File: config.mk
export PLATFORM = sky130hd
export DESIGN_NAME = lcd_spi_rx
export DESIGN_NICKNAME = d
export VERILOG_FILES = /design/src/rtl/lcd_pkg.sv /design/src/rtl/lcd_spi_shift.sv /design/src/rtl/lcd_spi_rx.sv
export SDC_FILE = /design/constraint.sdc
export NUM_CORES = 1
export LEC_CHECK = 0
export CAP_MARGIN = 10
export CORE_ASPECT_RATIO = 0.8
export CORE_MARGIN = 4
export CORE_UTILIZATION = 50
export CTS_CLUSTER_SIZE = 30
export DETAILED_ROUTE_END_ITERATION = 16
export PLACE_DENSITY_LB_ADDON = 0.2
export SLEW_MARGIN = 20
export SYNTH_ARGS = -nofsm -noshare
export SYNTH_HDL_FRONTEND = slang
export SYNTH_SLANG_ARGS = --single-unit
File: constraint.sdc
create_clock -name clk -period 9.7 [get_ports clk]
set_clock_uncertainty 0.1 [all_clocks]
set_input_delay 0.97 -clock clk [delete_from_list [all_inputs] [get_ports clk]]
set_output_delay 0.97 -clock clk [all_outputs]
set_load 0.02 [all_outputs]
File: src/rtl/lcd_pkg.sv
// lcd_pkg: shared definitions for the LCD SPI receiver.
//   lcd_state_t  decoder state encoding (driven on lcd_spi_rx.state)
//   CMD_*        command opcodes recognised by the decoder
//   *_RST        window register reset values
//   win9()       builds a 9-bit window coordinate from a high/low parameter pair
package lcd_pkg;

  typedef enum logic [2:0] {
    ST_IDLE  = 3'd0,
    ST_CASET = 3'd1,
    ST_RASET = 3'd2,
    ST_RAMWR = 3'd3,
    ST_SKIP  = 3'd4
  } lcd_state_t;

  localparam logic [7:0] CMD_SLPIN  = 8'h10;
  localparam logic [7:0] CMD_SLPOUT = 8'h11;
  localparam logic [7:0] CMD_INVOFF = 8'h20;
  localparam logic [7:0] CMD_INVON  = 8'h21;
  localparam logic [7:0] CMD_DISPOFF = 8'h28;
  localparam logic [7:0] CMD_DISPON = 8'h29;
  localparam logic [7:0] CMD_CASET  = 8'h2A;
  localparam logic [7:0] CMD_RASET  = 8'h2B;
  localparam logic [7:0] CMD_RAMWR  = 8'h2C;

  localparam logic [8:0] XS_RST = 9'd0;
  localparam logic [8:0] XE_RST = 9'd239;
  localparam logic [8:0] YS_RST = 9'd0;
  localparam logic [8:0] YE_RST = 9'd134;

  // Only bit 0 of the high parameter byte is meaningful for a 9-bit coordinate.
  function automatic logic [8:0] win9(input logic hi, input logic [7:0] lo);
    return {hi, lo};
  endfunction

endpackage

File: src/rtl/lcd_spi_shift.sv
// lcd_spi_shift: SPI byte receiver front end.
//   clk, reset            system clock, async active-high reset
//   lcd_clk/cs/rs/data    raw SPI pins, synchronised by SYNC_STAGES flops each
//   byte_valid            one-cycle strobe, byte_data/byte_is_data valid with it
//   frame_err             one-cycle strobe when cs rises with a partial byte
module lcd_spi_shift #(
  parameter int SYNC_STAGES = 2
) (
  input  logic       clk,
  input  logic       reset,
  input  logic       lcd_clk,
  input  logic       lcd_cs,
  input  logic       lcd_rs,
  input  logic       lcd_data,
  output logic       byte_valid,
  output logic [7:0] byte_data,
  output logic       byte_is_data,
  output logic       frame_err
);

  logic [SYNC_STAGES-1:0] sclk_sync;
  logic [SYNC_STAGES-1:0] cs_sync;
  logic [SYNC_STAGES-1:0] rs_sync;
  logic [SYNC_STAGES-1:0] data_sync;

  logic       sclk_s, cs_s, rs_s, data_s;
  logic       sclk_q, cs_q;
  logic       sclk_rise, cs_rise, shift_en;
  logic [2:0] bit_cnt, cnt_next;
  logic [7:0] shifter;

  assign sclk_s = sclk_sync[SYNC_STAGES-1];
  assign cs_s   = cs_sync[SYNC_STAGES-1];
  assign rs_s   = rs_sync[SYNC_STAGES-1];
  assign data_s = data_sync[SYNC_STAGES-1];

  assign sclk_rise = sclk_s & ~sclk_q;
  assign cs_rise   = cs_s & ~cs_q;
  // An edge landing in the same cycle as cs rising still belongs to the frame,
  // so a byte completed by it is delivered rather than flagged.
  assign shift_en  = sclk_rise & (~cs_s | cs_rise);
  assign cnt_next  = shift_en ? bit_cnt + 3'd1 : bit_cnt;

  always_ff @(posedge clk or posedge reset) begin
    if (reset) begin
      sclk_sync    <= '0;
      cs_sync      <= '0;
      rs_sync      <= '0;
      data_sync    <= '0;
      sclk_q       <= 1'b0;
      cs_q         <= 1'b0;
      bit_cnt      <= 3'd0;
      shifter      <= 8'd0;
      byte_valid   <= 1'b0;
      byte_data    <= 8'd0;
      byte_is_data <= 1'b0;
      frame_err    <= 1'b0;
    end else begin
      sclk_sync  <= {sclk_sync[SYNC_STAGES-2:0], lcd_clk};
      cs_sync    <= {cs_sync[SYNC_STAGES-2:0], lcd_cs};
      rs_sync    <= {rs_sync[SYNC_STAGES-2:0], lcd_rs};
      data_sync  <= {data_sync[SYNC_STAGES-2:0], lcd_data};
      sclk_q     <= sclk_s;
      cs_q       <= cs_s;
      byte_valid <= 1'b0;
      frame_err  <= 1'b0;

      if (shift_en) begin
        shifter <= {shifter[6:0], data_s};
      end
      if (shift_en && bit_cnt == 3'd7) begin
        byte_valid   <= 1'b1;
        byte_data    <= {shifter[6:0], data_s};
        byte_is_data <= rs_s;
      end

      if (cs_rise) begin
        bit_cnt   <= 3'd0;
        frame_err <= (cnt_next != 3'd0);
      end else if (cs_s) begin
        bit_cnt <= 3'd0;
      end else begin
        bit_cnt <= cnt_next;
      end
    end
  end

endmodule

File: src/rtl/lcd_spi_rx.sv
// lcd_spi_rx: LCD controller SPI receiver with command decoder.
//   clk, reset                     system clock, async active-high reset
//   lcd_clk/cs/rs/data             SPI pins (f_clk >= 4 x f_sclk)
//   byte_valid/byte_data/is_data   raw received byte strobe
//   pix_valid/pix_data/pix_x/pix_y RGB565 pixel strobe with coordinates
//   sleep_out/disp_on/inv_on       display status flags
//   frame_err                      partial byte discarded on cs rise
//   state                          decoder state (lcd_state_t)
//
// state    | meaning
// IDLE     | no command in progress, data bytes ignored
// CASET    | collecting 4 column window parameters
// RASET    | collecting 4 row window parameters
// RAMWR    | streaming pixel bytes, hi then lo
// SKIP     | unknown command, data ignored until next command
module lcd_spi_rx
  import lcd_pkg::*;
#(
  parameter int SYNC_STAGES = 2
) (
  input  logic        clk,
  input  logic        reset,
  input  logic        lcd_clk,
  input  logic        lcd_cs,
  input  logic        lcd_rs,
  input  logic        lcd_data,
  output logic        byte_valid,
  output logic [7:0]  byte_data,
  output logic        byte_is_data,
  output logic        pix_valid,
  output logic [15:0] pix_data,
  output logic [8:0]  pix_x,
  output logic [8:0]  pix_y,
  output logic        sleep_out,
  output logic        disp_on,
  output logic        inv_on,
  output logic        frame_err,
  output logic [2:0]  state
);

  lcd_state_t state_q, state_d;

  logic       is_cmd, is_dat;
  logic [1:0] param_cnt;
  logic       hi_tmp;
  logic       half;
  logic [7:0] pix_hi;
  logic [8:0] xs, xe, ys, ye;
  logic [8:0] cur_x, cur_y;

  lcd_spi_shift #(
    .SYNC_STAGES (SYNC_STAGES)
  ) u_shift (
    .clk          (clk),
    .reset        (reset),
    .lcd_clk      (lcd_clk),
    .lcd_cs       (lcd_cs),
    .lcd_rs       (lcd_rs),
    .lcd_data     (lcd_data),
    .byte_valid   (byte_valid),
    .byte_data    (byte_data),
    .byte_is_data (byte_is_data),
    .frame_err    (frame_err)
  );

  assign is_cmd = byte_valid & ~byte_is_data;
  assign is_dat = byte_valid & byte_is_data;
  assign state  = state_q;

  always_ff @(posedge clk or posedge reset) begin
    if (reset) state_q <= ST_IDLE;
    else       state_q <= state_d;
  end

  always_comb begin
    state_d = state_q;
    if (is_cmd) begin
      case (byte_data)
        CMD_CASET: state_d = ST_CASET;
        CMD_RASET: state_d = ST_RASET;
        CMD_RAMWR: state_d = ST_RAMWR;
        CMD_SLPIN, CMD_SLPOUT, CMD_INVOFF, CMD_INVON,
        CMD_DISPOFF, CMD_DISPON: state_d = ST_IDLE;
        default: state_d = ST_SKIP;
      endcase
    end else if (is_dat) begin
      case (state_q)
        ST_CASET, ST_RASET: if (param_cnt == 2'd3) state_d = ST_IDLE;
        default: state_d = state_q;
      endcase
    end
  end

  always_ff @(posedge clk or posedge reset) begin
    if (reset) begin
      param_cnt <= 2'd0;
      hi_tmp    <= 1'b0;
      half      <= 1'b0;
      pix_hi    <= 8'd0;
      xs        <= XS_RST;
      xe        <= XE_RST;
      ys        <= YS_RST;
      ye        <= YE_RST;
      cur_x     <= 9'd0;
      cur_y     <= 9'd0;
      pix_valid <= 1'b0;
      pix_data  <= 16'd0;
      pix_x     <= 9'd0;
      pix_y     <= 9'd0;
      sleep_out <= 1'b0;
      disp_on   <= 1'b0;
      inv_on    <= 1'b0;
    end else begin
      pix_valid <= 1'b0;
      if (is_cmd) begin
        // Any command aborts parameter collection and drops a pending hi byte.
        param_cnt <= 2'd0;
        half      <= 1'b0;
        case (byte_data)
          CMD_SLPOUT:  sleep_out <= 1'b1;
          CMD_SLPIN:   sleep_out <= 1'b0;
          CMD_DISPON:  disp_on   <= 1'b1;
          CMD_DISPOFF: disp_on   <= 1'b0;
          CMD_INVON:   inv_on    <= 1'b1;
          CMD_INVOFF:  inv_on    <= 1'b0;
          CMD_RAMWR: begin
            cur_x <= xs;
            cur_y <= ys;
          end
          default: ;
        endcase
      end else if (is_dat) begin
        case (state_q)
          ST_CASET, ST_RASET: begin
            param_cnt <= param_cnt + 2'd1;
            case (param_cnt)
              2'd0, 2'd2: hi_tmp <= byte_data[0];
              2'd1: if (state_q == ST_CASET) xs <= win9(hi_tmp, byte_data);
                    else                     ys <= win9(hi_tmp, byte_data);
              default: if (state_q == ST_CASET) xe <= win9(hi_tmp, byte_data);
                       else                     ye <= win9(hi_tmp, byte_data);
            endcase
          end
          ST_RAMWR: begin
            if (!half) begin
              pix_hi <= byte_data;
              half   <= 1'b1;
            end else begin
              half      <= 1'b0;
              pix_valid <= 1'b1;
              pix_data  <= {pix_hi, byte_data};
              pix_x     <= cur_x;
              pix_y     <= cur_y;
              // Outside-window cursors just wrap at 9 bits until they meet xe/ye.
              if (cur_x == xe) begin
                cur_x <= xs;
                cur_y <= (cur_y == ye) ? ys : cur_y + 9'd1;
              end else begin
                cur_x <= cur_x + 9'd1;
              end
            end
          end
          default: ;
        endcase
      end
    end
  end

endmodule

== Word level (Yosys, flattened, before mapping) ==
Cells that the tools add are included.
Storage, ports and cells
  register bits after elaboration: 138
  output and inout bits: 52
  input port bits: 6
  word-level logic and storage cells: 135
Cells by class
  add/subtract/negate cells: 4
  equality and inequality tests: 19
  bitwise gates (word level): 14
  multiplexer cells: 37
  reduce and logical (&&, ||, !) cells: 31
Operator list (count)
  9-bit two-way mux: 13
  8-bit by 6-bit == test with 1-bit output, second input constant: 7
  5-bit AND reduction: 5
  3-bit two-way mux: 7
  9-bit by 1-bit adder with 9-bit output, second input constant: 2
  9-bit == test: 2
  2-bit nonzero test: 9
  8-bit by 5-bit == test with 1-bit output, second input constant: 2
  4-bit AND reduction: 4
  3-bit case mux with 4 select lines: 1
  1-bit two-way mux: 10
  2-bit AND reduction: 5
  1-bit inverter: 8
  3-bit by 2-bit == test with 1-bit output, second input constant: 2
  2-bit two-way mux: 3
  1-bit case mux with 2 select lines: 3
  6-bit OR reduction: 1
  1-bit AND: 5
  2-bit == test, second input constant: 2
  2-bit OR reduction: 2
  3-bit by 1-bit adder with 3-bit output, second input constant: 1
  3-bit by 1-bit == test with 1-bit output, second input constant: 1
  3-bit == test, second input constant: 1
  3-bit AND reduction: 1
  8 further kinds: 8

== Logic depth before layout (Yosys ltp) ==
Gate-level depths: netlist (run 1).
  depth in word-level cells: 7
  mapped depth: 8
  depth with buffers taken out: 6

== Hierarchy ==
Synthesis (run 1) repeated with hierarchy kept, for this count alone.
Second synthesis, totals
  cell total of the unflattened synthesis: 490
  area, all modules: 6115.9 µm²
By module, submodules not included
  lcd_spi_rx: instances 1, area each 4938.5 µm², cells each 415
  lcd_spi_shift: instances 1, area each 1177.4 µm², cells each 75

== Worst setup path before layout (run 1) ==
No wires, ideal clock.
  path kind: reg-to-reg
  start point: register u_shift.byte_valid
  end point: register pix_data[10]
  buffers on the path: 3
  arrival time: 1.740 ns
  period minus slack after synthesis: 1.965 ns
  cell stages (with the launch flop): 8
  slack: 7.735 ns
  cells stage by stage: dfrtp_1 -> buf_4 -> and4b_4 -> nand2_4 -> inv_1 -> buf_4 -> buf_4 -> mux2_2
On the way
  longest elaborated chain between the ends: 3
  elaborated cells on any way between the ends: 4
  those cells by class: bitwise: 3; reduce/logical: 1
RTL lines
  start: declaration: RTL line lcd_spi_shift.sv:15  | output logic byte_valid,
  start signal: assignment: RTL line lcd_spi_shift.sv:54  | byte_valid <= 1'b0;
  start signal: assignment: RTL line lcd_spi_shift.sv:65  | byte_valid <= 1'b0;
  start signal: assignment: RTL line lcd_spi_shift.sv:72  | byte_valid <= 1'b1;
  1-bit AND: RTL line lcd_spi_rx.sv:66  | assign is_cmd = byte_valid & ~byte_is_data;
  1-bit inverter (no line)
  4-bit AND reduction (no line) *
  end signal: assignment: RTL line lcd_spi_rx.sv:151  | pix_data <= {pix_hi, byte_data};
  end: declaration: RTL line lcd_spi_rx.sv:31  | output logic [15:0] pix_data,
Mark *: on every way between the ends. The rest lies on a longest branch, timed or not.
A chain may end at the register's enable or synchronous reset.

== Worst setup path after layout (run 1) ==
  start point: register u_shift.byte_data[1]
  end point: output port byte_data[1]
RTL lines
  start: declaration: RTL line lcd_spi_shift.sv:16  | output logic [7:0] byte_data,
  start signal: assignment: RTL line lcd_spi_shift.sv:73  | byte_data <= {shifter[6:0], data_s};
  end: declaration: RTL line lcd_spi_rx.sv:28  | output logic [7:0] byte_data,
No word-level cell between the ends.

==> run_summary.xml, run 1 <==
<?xml version="1.0" encoding="UTF-8"?>
<metrics>
  <group name="clock_network">
    <metric name="clock_latency" unit="ns">0.42</metric>
    <metric name="cts_root_buffer" unit="">clkbuf_16</metric>
    <metric name="cts_post_setup_buffers_inserted" unit="">0</metric>
    <metric name="post_cts_resized" unit="">0</metric>
    <metric name="clock_path_buffers" unit="">2</metric>
    <metric name="cts_sinks" unit="">138</metric>
    <metric name="htree_levels" unit="">4</metric>
    <metric name="cts_tree" unit="">built</metric>
    <metric name="tritoncts.num_buffers" unit="">17</metric>
    <metric name="clkSlewWorstSetupHoldPaths" unit="ns">0.06</metric>
    <metric name="ctsHoldBuffers" unit="">0</metric>
  </group>
  <group name="place">
    <metric name="place_congestion" unit="">0.855</metric>
    <metric name="detailed_placement_wirelength_estimate" unit="um">8700</metric>
    <metric name="io_buffer_count" unit="">57</metric>
  </group>
  <group name="worst_setup_path">
    <metric name="start_kind" unit="">register</metric>
    <metric name="worstPathRequired" unit="ns">8.63</metric>
    <metric name="critical_path.endpoint_type" unit="">primary output</metric>
    <metric name="worst-r2r-setup-slack" unit="ns">6.79</metric>
    <metric name="r2r_end" unit="">cur_x[0]</metric>
    <metric name="crit_family" unit="">flip-flops</metric>
    <metric name="critical_path.reg2reg.startpoint" unit="">u_shift.byte_valid</metric>
    <metric name="crit_fanout" unit="">13</metric>
    <metric name="cp_num_buf_inv" unit="">1</metric>
    <metric name="reg2reg_depth" unit="">6</metric>
    <metric name="cp_max_stage_delay" unit="ns">0.74</metric>
    <metric name="timing.critical_path.slowest_stage_cell" unit="">dfrtp_1</metric>
    <metric name="timing.setup.critical_path_class" unit="">register to primary output</metric>
    <metric name="worstPathArrival" unit="ns">1.89</metric>
    <metric name="path_cells" unit="">clkdlybuf4s50_1</metric>
  </group>
  <group name="global_routing">
    <metric name="grt_max_degree" unit="">77</metric>
    <metric name="antenna_found_initial" unit="">0</metric>
    <metric name="global_route.usage.total" unit="">0.200</metric>
    <metric name="grt_pass1_vias" unit="">4145</metric>
    <metric name="grt_first_pass_wirelength" unit="um">22200</metric>
    <metric name="grt.overflow.total" unit="">0</metric>
  </group>
  <group name="synthesis">
    <metric name="synth_cell_types" unit="">59</metric>
    <metric name="synthFlopType" unit="">dfrtp_1</metric>
    <metric name="synthesis.area_per_instance" unit="um^2">13.3</metric>
    <metric name="netlist_top_cells_area" unit="">dfrtp_1 52%, mux2_2 16%, dfstp_2 4.2%, xnor2_1 2.5%, mux2i_1 1.9%</metric>
    <metric name="asyncSetResetFlopFracSynth" unit="">1.00</metric>
    <metric name="synth_enable_flop_cells" unit="">0</metric>
    <metric name="netlist_top_cells_count" unit="">128 x dfrtp_1, 89 x mux2_2, 18 x nand2_1, 18 x xnor2_1, 16 x inv_1</metric>
    <metric name="yosysWarningCount" unit="">0</metric>
    <metric name="synth.cell_area" unit="um^2">6220</metric>
    <metric name="most_frequent_cell_after_synthesis" unit="">dfrtp_1</metric>
    <metric name="synth_top_area_cell" unit="">dfrtp_1</metric>
    <metric name="cell_count_after_synthesis" unit="">466</metric>
    <metric name="postSynthRegisterBits" unit="">138</metric>
    <metric name="ys_seq_area_frac" unit="">0.557</metric>
    <metric name="synth_top_area_frac" unit="">0.515</metric>
    <metric name="mappedNetlistNets" unit="">480</metric>
  </group>
  <group name="power">
    <metric name="cellLeakagePower" unit="nW">3.50</metric>
    <metric name="switching_share" unit="">0.215</metric>
    <metric name="pwr-share-seq" unit="">0.467</metric>
    <metric name="net-switching-power" unit="W">0.000276</metric>
    <metric name="p_int" unit="W">0.00101</metric>
    <metric name="clock_power_share" unit="">0.510</metric>
    <metric name="max-vdd-ir-drop" unit="mV">0.125</metric>
    <metric name="combinational_group_share_of_total_power" unit="">0.023</metric>
    <metric name="power_density" unit="nW/um^2">173</metric>
  </group>
  <group name="hold_path">
    <metric name="worst_hold_path.endpoint" unit="">u_shift.cs_sync[1]</metric>
    <metric name="worst_hold_path_type" unit="">register to register</metric>
    <metric name="min_from" unit="">u_shift.cs_sync[0]</metric>
    <metric name="cell_count_of_the_worst_hold_path" unit="">0</metric>
  </group>
  <group name="sta">
    <metric name="setup_repair_after_global_routing_missed_its_margin" unit="">false</metric>
    <metric name="max_slew.worst_pin.slew" unit="ns">0.968</metric>
    <metric name="setup-tns-final" unit="ns">0</metric>
    <metric name="report.final.slew_viol_count" unit="">0</metric>
    <metric name="layout_worst_path_cycle_share" unit="">0.305</metric>
    <metric name="report.final.hold_viol_count" unit="">0</metric>
    <metric name="finalSetupViolCount" unit="">0</metric>
    <metric name="max_freq" unit="GHz">0.338</metric>
    <metric name="max_slew_margin" unit="">0.354</metric>
    <metric name="period_needed" unit="ns">2.96</metric>
  </group>
  <group name="drt">
    <metric name="dr_total_vias" unit="">3908</metric>
    <metric name="finalWirelength" unit="um">13300</metric>
    <metric name="drtAntennaViolNets" unit="">0</metric>
    <metric name="via_per_inst" unit="">5.72</metric>
    <metric name="drt-initial-drc-count" unit="">235</metric>
    <metric name="remaining_drc_errors" unit="">0</metric>
    <metric name="post_drt_wl_per_cell" unit="um">19.5</metric>
    <metric name="drt_pass1_iterations" unit="">4</metric>
  </group>
  <group name="layout">
    <metric name="antenna_diode_count" unit="">0</metric>
    <metric name="regMostFlops" unit="">pix_data</metric>
    <metric name="largest_register_ff_count" unit="">16</metric>
    <metric name="area.growth.synth_to_final" unit="%">19.9</metric>
    <metric name="nNetsFinal" unit="">532</metric>
    <metric name="finalCoreUtilization" unit="">0.613</metric>
    <metric name="final_layout_size_suffix_gt1_frac" unit="">0.298</metric>
  </group>
  <group name="floorplan">
    <metric name="die_width" unit="um">133</metric>
    <metric name="core_area" unit="um^2">12200</metric>
    <metric name="io_pins" unit="">58</metric>
    <metric name="design.die.area" unit="um^2">14300</metric>
    <metric name="die_h" unit="um">108</metric>
    <metric name="initial_core_util" unit="">0.511</metric>
    <metric name="placementRows" unit="">36</metric>
  </group>
  <group name="flow_run">
    <metric name="maxCapViolCount" unit="">0</metric>
  </group>
  <group name="status">
    <metric name="result_of_the_run" unit="">completed</metric>
  </group>
</metrics>
==> per-stage QoR <==
| step | std cells | cell area [um^2] | worst slack [ns] | power, W | hold slack [ns] |
|---|---|---|---|---|---|
| 2_1_floorplan | 466 | 6220 | 4.95 | 0.000630 | 0.231 |
| 3_3_place_gp | 651 | 6850 | 6.83 | 0.000639 | 0.237 |
| 3_5_place_dp | 651 | 6850 | 6.75 | 0.000641 | 0.240 |
| 4_1_cts | 683 | 7450 | 6.71 | 0.00130 | 0.254 |
| 5_1_grt | 683 | 7460 | 6.58 | 0.00133 | 0.261 |
| 6_report | 683 | 7460 | 6.74 | 0.00129 | 0.250 |
==> metal layers <==
| metal | track usage | up-vias | wire length (um) |
|---|---|---|---|
| li1 | - | 1766 | - |
| met4 | 0.0616 | 0 | 146 |
| met5 | 0 | - | 0 |
| met3 | 0.0477 | 17 | 587 |
| met1 | 0.266 | 2037 | 6220 |
| met2 | 0.329 | 88 | 6340 |
==> final cells by class <==
cell class	instances	area [um^2]
clock inverter	13	168
tap	152	190
clock buffer	19	433
fill	926	4700
timing repair buffer	60	593
sequential	138	3470
multi-input combinational	285	2540
inverter	16	65.1
==> layout by cell type, fill, tap and decap left out, types with 10 or more instances in the layout <==
cell and instances:
and3_1 11, clkbuf_16 17, clkdlybuf4s50_1 57, dfrtp_1 128, dfstp_2 10, inv_1 15, mux2_1 10, mux2_2 89
mux2i_1 12, nand2_1 18, nand3_1 13, nor2_1 11, xnor2_1 18
==> power groups by stage <==
| stage | clock network (W) | registers [W] | logic, W |
|---|---|---|---|
| finish | 0.000656 | 0.000601 | 0.0000301 |
| floorplan | 0 | 0.000607 | 0.0000226 |
| CTS | 0.000668 | 0.000601 | 0.0000312 |
| detailed placement | 0 | 0.000611 | 0.0000307 |
| global placement | 0 | 0.000609 | 0.0000296 |
| global route | 0.000693 | 0.000603 | 0.0000345 |
==> worst max path at each step <==
stage                          from            to  slack (ns)  cells past startpoint
2_1_floorplan                 reset      cur_x[0]        4.95                      1
3_3_place_gp                  reset      pix_y[3]        6.83                      3
3_5_place_dp   u_shift.byte_is_data      cur_x[0]        6.75                      6
4_1_cts        u_shift.byte_data[1]  byte_data[1]        6.71                      1
5_1_grt          u_shift.byte_valid      cur_x[0]        6.58                      6
6_report       u_shift.byte_data[1]  byte_data[1]        6.74                      1
==> logic make-up (layout without fill, tap and decap cells) <==
| family | count (synthesis) | after routing | share of synthesized area |
|---|---|---|---|
| muxes | 115 | 115 | 0.208 |
| DFF | 138 | 138 | 0.557 |
| adders and majority gates | 8 | 8 | 0.0161 |
| and+or+nand+nor | 89 | 89 | 0.0831 |
| buffers and inverters | 43 | 108 | 0.0358 |
| xor gates and xnor gates | 22 | 22 | 0.0334 |
| AOI/OAI and AO/OA | 51 | 51 | 0.0660 |
No activity file was read; power rests on OpenSTA's default activity.
==> run 2: changes to the inputs <==
==> constraint.sdc (replaced) <==
create_clock -name clk -period 2.65 [get_ports clk]
set_clock_uncertainty 0.1 [all_clocks]
set_input_delay 0.265 -clock clk [delete_from_list [all_inputs] [get_ports clk]]
set_output_delay 0.265 -clock clk [all_outputs]
set_load 0.02 [all_outputs]
==> run 2 against run 1 <==
Net effect: final area up 0.25%; clock-buffer cell count increased by 7; cell count grew 1.6%; die area unchanged; first-iteration DRC count down 11%; flip-flop and latch count is the same; critical path depth up 1; critical endpoint is now byte_data[0]; largest cell class unchanged; largest power group is now registers.
==> run_summary.xml, run 2 (synthesis gave the netlist of run 1 again) <==
<?xml version="1.0" encoding="UTF-8"?>
<metrics>
  <group name="place">
    <metric name="io_buffer_count" unit="">57</metric>
    <metric name="place_congestion" unit="">0.863</metric>
    <metric name="placedInstanceArea" unit="um^2">6940</metric>
    <metric name="dpl_worst_slack" unit="ns">0.418</metric>
    <metric name="detailed_placement_wirelength_estimate" unit="um">8800</metric>
  </group>
  <group name="sta">
    <metric name="max_slew_margin" unit="">0.520</metric>
    <metric name="max_freq" unit="GHz">0.440</metric>
    <metric name="setup_repair_after_global_routing_missed_its_margin" unit="">false</metric>
    <metric name="max_slew.worst_pin.slew" unit="ns">0.720</metric>
    <metric name="period_needed" unit="ns">2.27</metric>
    <metric name="finalSetupViolCount" unit="">0</metric>
    <metric name="worst_slack" unit="ns">0.379</metric>
    <metric name="report.final.slew_viol_count" unit="">0</metric>
    <metric name="layout_worst_path_cycle_share" unit="">0.857</metric>
    <metric name="report.final.hold_viol_count" unit="">0</metric>
    <metric name="setup-tns-final" unit="ns">0</metric>
  </group>
  <group name="global_routing">
    <metric name="grt_first_pass_wirelength" unit="um">22100</metric>
    <metric name="global_route.usage.total" unit="">0.201</metric>
    <metric name="grt_pass1_vias" unit="">4102</metric>
    <metric name="grt_max_degree" unit="">139</metric>
    <metric name="grt.overflow.total" unit="">0</metric>
    <metric name="antenna_found_initial" unit="">0</metric>
  </group>
  <group name="clock_network">
    <metric name="cts_post_setup_buffers_inserted" unit="">0</metric>
    <metric name="clkSlewWorstSetupHoldPaths" unit="ns">0.06</metric>
    <metric name="cts_sinks" unit="">138</metric>
    <metric name="clock_path_buffers" unit="">2</metric>
    <metric name="ctsHoldBuffers" unit="">0</metric>
    <metric name="tritoncts.num_buffers" unit="">17</metric>
    <metric name="cts_tree" unit="">built</metric>
    <metric name="cts_root_buffer" unit="">clkbuf_16</metric>
    <metric name="clock_latency" unit="ns">0.41</metric>
    <metric name="htree_levels" unit="">4</metric>
    <metric name="post_cts_resized" unit="">0</metric>
  </group>
  <group name="drt">
    <metric name="drt-initial-drc-count" unit="">208</metric>
    <metric name="remaining_drc_errors" unit="">0</metric>
    <metric name="post_drt_wl_per_cell" unit="um">19.1</metric>
    <metric name="finalWirelength" unit="um">13200</metric>
    <metric name="via_per_inst" unit="">5.54</metric>
    <metric name="drtAntennaViolNets" unit="">0</metric>
    <metric name="dr_total_vias" unit="">3847</metric>
    <metric name="drt_pass1_iterations" unit="">4</metric>
  </group>
  <group name="layout">
    <metric name="mostFrequentLayoutCell" unit="">dfrtp_1</metric>
    <metric name="antenna_diode_count" unit="">0</metric>
    <metric name="layout.cells.most_common_list" unit="">128 x dfrtp_1, 89 x mux2_2, 57 x clkdlybuf4s50_1, 18 x xnor2_1, 18 x nand2_1</metric>
    <metric name="area.growth.synth_to_final" unit="%">20.2</metric>
    <metric name="final_layout_size_suffix_gt1_frac" unit="">0.304</metric>
    <metric name="finalCoreUtilization" unit="">0.615</metric>
    <metric name="regMostFlops" unit="">pix_data</metric>
    <metric name="largest_register_ff_count" unit="">16</metric>
    <metric name="nNetsFinal" unit="">543</metric>
    <metric name="fin_area" unit="um^2">7480</metric>
  </group>
  <group name="floorplan">
    <metric name="die_width" unit="um">133</metric>
    <metric name="placementRows" unit="">36</metric>
    <metric name="die_h" unit="um">108</metric>
    <metric name="io_pins" unit="">58</metric>
    <metric name="initial_core_util" unit="">0.511</metric>
    <metric name="core_area" unit="um^2">12200</metric>
    <metric name="design.die.area" unit="um^2">14300</metric>
  </group>
  <group name="power">
    <metric name="max-vdd-ir-drop" unit="mV">0.476</metric>
    <metric name="p_int" unit="W">0.00351</metric>
    <metric name="combinational_group_share_of_total_power" unit="">0.025</metric>
    <metric name="clock_power_share" unit="">0.482</metric>
    <metric name="cellLeakagePower" unit="nW">3.53</metric>
    <metric name="switching_share" unit="">0.214</metric>
    <metric name="power_density" unit="nW/um^2">597</metric>
    <metric name="pwr-share-seq" unit="">0.493</metric>
    <metric name="net-switching-power" unit="W">0.000956</metric>
    <metric name="fin_total_pwr" unit="W">0.00446</metric>
  </group>
  <group name="worst_setup_path">
    <metric name="critical_path_depth" unit="">2</metric>
    <metric name="worst-r2r-setup-slack" unit="ns">0.42</metric>
    <metric name="timing.critical_path.slowest_stage_cell" unit="">clkdlybuf4s50_1</metric>
    <metric name="crit_family" unit="">buffers and inverters</metric>
    <metric name="critical_path.endpoint_type" unit="">primary output</metric>
    <metric name="critical_path.reg2reg.startpoint" unit="">u_shift.byte_valid</metric>
    <metric name="cp_num_buf_inv" unit="">2</metric>
    <metric name="timing.critical_path.to" unit="">byte_data[0]</metric>
    <metric name="worstPathRequired" unit="ns">2.29</metric>
    <metric name="r2r_end" unit="">cur_x[5]</metric>
    <metric name="path_cells" unit="">buf_4 -&gt; clkdlybuf4s50_1</metric>
    <metric name="cp_max_stage_delay" unit="ns">0.62</metric>
    <metric name="start_kind" unit="">register</metric>
    <metric name="worstPathArrival" unit="ns">1.91</metric>
    <metric name="reg2reg_depth" unit="">6</metric>
    <metric name="crit_fanout" unit="">11</metric>
    <metric name="crit_start" unit="">u_shift.byte_data[0]</metric>
    <metric name="timing.setup.critical_path_class" unit="">register to primary output</metric>
  </group>
  <group name="status">
    <metric name="result_of_the_run" unit="">completed</metric>
  </group>
  <group name="flow_run">
    <metric name="maxCapViolCount" unit="">0</metric>
  </group>
  <group name="hold_path">
    <metric name="worst_hold_path_type" unit="">input pin to register</metric>
  </group>
</metrics>
run 2: cell count changes in the layout (fill, tap and decap cells not counted), sizes merged:
cell      change
buf          +11
clkinv        -1
clkbuf        +7
clkinvlp      +1
inv           -4
bufinv        -3
run 2: area by class of cell:
type	instances	area, um^2
clock inverter	6	38.8
multi-input combinational	285	2530
clock buffer	26	499
inverter	16	63.8
timing repair buffer	71	688
sequential	138	3470
tap	152	190
fill	947	4690
run 2: per-layer routing:
metal | GRT usage | wire, um
met3 | 0.0603 | 621
met2 | 0.310 | 6160
met5 | 0 | 0
met1 | 0.279 | 6330
met4 | 0.0542 | 131
run 2: per-stage QoR:
stage                     std cells  hold slack [ns]
final                           694            0.188
after global routing            694            0.176
after CTS                       694            0.179
after detailed placement        662            0.236
after global placement          662            0.234
after floorplan                 466            0.196
run 2: power groups by stage:
stage / clock network [W] / logic, W / registers (W)
6_report: 0.00215 / 0.000110 / 0.00220
5_1_grt: 0.00229 / 0.000128 / 0.00221
4_1_cts: 0.00219 / 0.000116 / 0.00220
3_5_place_dp: 0 / 0.000115 / 0.00224
3_3_place_gp: 0 / 0.000112 / 0.00223
2_1_floorplan: 0 / 0.0000831 / 0.00222
run 2: how the worst min path moves through the flow:
stage	cells after the start	slack, ns	from	end
3_3_place_gp	0	0.23	u_shift.cs_sync[0]	u_shift.cs_sync[1]
3_5_place_dp	0	0.24	u_shift.cs_sync[0]	u_shift.cs_sync[1]
2_1_floorplan	0	0.20	lcd_cs	u_shift.cs_sync[0]
4_1_cts	1	0.18	lcd_clk	u_shift.sclk_sync[0]
6_report	1	0.19	lcd_clk	u_shift.sclk_sync[0]
5_1_grt	1	0.18	lcd_cs	u_shift.cs_sync[0]
run 2: worst reg2reg max path, cell delays in order, from the launching register on:
cell and delay, ns:
dfrtp_1 0.49, and4b_4 0.27, nand2_4 0.23, inv_1 0.16, nor2_1 0.55, a21oi_1 0.09
o22a_1 0.21
==> run 3: changes to the inputs <==
--- a/config.mk
+++ b/config.mk
@@ -9,6 +9,7 @@
 export CORE_ASPECT_RATIO = 0.8
 export CORE_MARGIN = 4
 export CORE_UTILIZATION = 50
+export CTS_BUF_LIST = sky130_fd_sc_hd__clkbuf_8 sky130_fd_sc_hd__clkbuf_16
 export CTS_CLUSTER_SIZE = 30
 export DETAILED_ROUTE_END_ITERATION = 16
 export PLACE_DENSITY_LB_ADDON = 0.2
==> run 3 against run 2 <==
Net effect: first-iteration DRC count grew 0.48%; clock-buffer cell count down 5; critical path depth unchanged; fmax up 0.28%; cell count stayed put; combinational power hardly changed; core utilization stayed put; critical path type unchanged; sequential power is essentially flat.
==> run_summary.xml, run 3 (synthesis gave the netlist of run 1 again) <==
<?xml version="1.0" encoding="UTF-8"?>
<metrics>
  <group name="global_routing">
    <metric name="grt_max_degree" unit="">139</metric>
    <metric name="grt_first_pass_wirelength" unit="um">22100</metric>
    <metric name="antenna_found_initial" unit="">0</metric>
    <metric name="global_route.usage.total" unit="">0.201</metric>
    <metric name="grt_pass1_vias" unit="">4096</metric>
    <metric name="grt.overflow.total" unit="">0</metric>
  </group>
  <group name="floorplan">
    <metric name="design.die.area" unit="um^2">14300</metric>
    <metric name="die_width" unit="um">133</metric>
    <metric name="initial_core_util" unit="">0.511</metric>
    <metric name="core_area" unit="um^2">12200</metric>
    <metric name="io_pins" unit="">58</metric>
    <metric name="placementRows" unit="">36</metric>
    <metric name="die_h" unit="um">108</metric>
  </group>
  <group name="place">
    <metric name="io_buffer_count" unit="">57</metric>
    <metric name="place_congestion" unit="">0.863</metric>
    <metric name="placedInstanceArea" unit="um^2">6940</metric>
    <metric name="detailed_placement_wirelength_estimate" unit="um">8800</metric>
  </group>
  <group name="layout">
    <metric name="largest_register_ff_count" unit="">16</metric>
    <metric name="filler_cell_count" unit="">947</metric>
    <metric name="antenna_diode_count" unit="">0</metric>
    <metric name="finalCoreUtilization" unit="">0.615</metric>
    <metric name="mostFrequentLayoutCell" unit="">dfrtp_1</metric>
    <metric name="multi_input_area" unit="um^2">2530</metric>
    <metric name="nNetsFinal" unit="">543</metric>
    <metric name="layout.cells.most_common_list" unit="">128 x dfrtp_1, 89 x mux2_2, 57 x clkdlybuf4s50_1, 20 x inv_1</metric>
    <metric name="register_area" unit="um^2">3470</metric>
    <metric name="area.growth.synth_to_final" unit="%">20.2</metric>
    <metric name="regMostFlops" unit="">pix_data</metric>
    <metric name="fin_area" unit="um^2">7480</metric>
    <metric name="final_layout_size_suffix_gt1_frac" unit="">0.304</metric>
  </group>
  <group name="clock_network">
    <metric name="tritoncts.num_buffers" unit="">17</metric>
    <metric name="clock_path_buffers" unit="">2</metric>
    <metric name="clkSlewWorstSetupHoldPaths" unit="ns">0.06</metric>
    <metric name="post_cts_resized" unit="">0</metric>
    <metric name="cts_root_buffer" unit="">clkbuf_16</metric>
    <metric name="ctsHoldBuffers" unit="">0</metric>
    <metric name="cts_post_setup_buffers_inserted" unit="">0</metric>
    <metric name="clock_latency" unit="ns">0.41</metric>
    <metric name="cts_tree" unit="">built</metric>
    <metric name="htree_levels" unit="">4</metric>
    <metric name="cts_sinks" unit="">138</metric>
  </group>
  <group name="worst_setup_path">
    <metric name="crit_fanout" unit="">11</metric>
    <metric name="worstPathArrival" unit="ns">1.90</metric>
    <metric name="critical_path.reg2reg.startpoint" unit="">u_shift.byte_valid</metric>
    <metric name="worstPathRequired" unit="ns">2.29</metric>
    <metric name="path_cells" unit="">buf_4 -&gt; clkdlybuf4s50_1</metric>
    <metric name="crit_start" unit="">u_shift.byte_data[0]</metric>
    <metric name="timing.critical_path.slowest_stage_cell" unit="">clkdlybuf4s50_1</metric>
    <metric name="reg2reg_depth" unit="">6</metric>
    <metric name="worst-r2r-setup-slack" unit="ns">0.42</metric>
    <metric name="timing.setup.critical_path_class" unit="">register to primary output</metric>
    <metric name="cp_max_stage_delay" unit="ns">0.62</metric>
    <metric name="start_kind" unit="">register</metric>
    <metric name="critical_path.endpoint_type" unit="">primary output</metric>
    <metric name="r2r_end" unit="">cur_x[5]</metric>
  </group>
  <group name="sta">
    <metric name="report.final.slew_viol_count" unit="">0</metric>
    <metric name="report.final.hold_viol_count" unit="">0</metric>
    <metric name="setup-tns-final" unit="ns">0</metric>
    <metric name="max_freq" unit="GHz">0.442</metric>
    <metric name="setup_repair_after_global_routing_missed_its_margin" unit="">false</metric>
    <metric name="max_slew_margin" unit="">0.508</metric>
    <metric name="max_slew.worst_pin.slew" unit="ns">0.737</metric>
    <metric name="finalSetupViolCount" unit="">0</metric>
    <metric name="period_needed" unit="ns">2.26</metric>
    <metric name="layout_worst_path_cycle_share" unit="">0.854</metric>
  </group>
  <group name="drt">
    <metric name="remaining_drc_errors" unit="">0</metric>
    <metric name="post_drt_wl_per_cell" unit="um">19.1</metric>
    <metric name="finalWirelength" unit="um">13300</metric>
    <metric name="via_per_inst" unit="">5.54</metric>
    <metric name="drt_pass1_iterations" unit="">4</metric>
    <metric name="drt-initial-drc-count" unit="">209</metric>
    <metric name="dr_total_vias" unit="">3847</metric>
    <metric name="drtAntennaViolNets" unit="">0</metric>
  </group>
  <group name="hold_path">
    <metric name="cell_count_of_the_worst_hold_path" unit="">1</metric>
    <metric name="min_from" unit="">lcd_clk</metric>
    <metric name="worst_hold_path_type" unit="">input pin to register</metric>
    <metric name="worst_hold_path.endpoint" unit="">u_shift.sclk_sync[0]</metric>
  </group>
  <group name="power">
    <metric name="cellLeakagePower" unit="nW">3.55</metric>
    <metric name="power_density" unit="nW/um^2">595</metric>
    <metric name="max-vdd-ir-drop" unit="mV">0.480</metric>
  </group>
  <group name="flow_run">
    <metric name="maxCapViolCount" unit="">0</metric>
  </group>
  <group name="status">
    <metric name="result_of_the_run" unit="">completed</metric>
  </group>
</metrics>
-- run 3: cell types whose count changed in the layout (fill, tap and decap cells not counted), sizes merged --
cell    change
inv         +5
clkbuf      -5
-- run 3: power breakdown --
group,internal (W),switching [W]
clock,0.00127,0.000862
combinational,0.0000515,0.0000591
sequential,0.00216,0.0000374
-- run 3: metal layers --
layer | global-route usage | vias to the layer above | part of all wire
met4 | 0.0542 | 0 | 0.0070
li1 | - | 1787 | -
met3 | 0.0603 | 6 | 0.045
met5 | 0 | - | 0
met2 | 0.310 | 88 | 0.46
met1 | 0.279 | 1966 | 0.48
-- run 3: worst max-delay path by stage --
stage	endpoint	slack (ns)	cells after the start
2_1_floorplan	cur_x[0]	0.57	1
3_3_place_gp	cur_y[1]	0.42	6
3_5_place_dp	cur_y[1]	0.42	6
4_1_cts	byte_data[0]	0.35	2
5_1_grt	cur_x[5]	0.24	6
6_report	byte_data[0]	0.39	2
-- run 3: through the flow --
stage	setup WS, ns	power (W)	hold WS, ns	std cells
6_report	0.386	0.00445	0.186	694
3_5_place_dp	0.418	0.00235	0.236	662
2_1_floorplan	0.572	0.00231	0.196	466
5_1_grt	0.241	0.00460	0.175	694
4_1_cts	0.347	0.00448	0.179	694
3_3_place_gp	0.421	0.00235	0.234	662
-- run 3: critical path: cells and delay by family (launching register included) --
| kind | cells | cell delay [ns] |
|---|---|---|
| flip-flops | 1 | 0.61 |
| buffers and inverters | 2 | 0.88 |
-- run 3: cell type report --
class	count	share of cell area
clock buffer	21	0.0643
clock inverter	11	0.00770
inverter	16	0.00854
multi-input combinational	285	0.338
sequential	138	0.464
tap	152	0.0254
timing repair buffer	71	0.0921
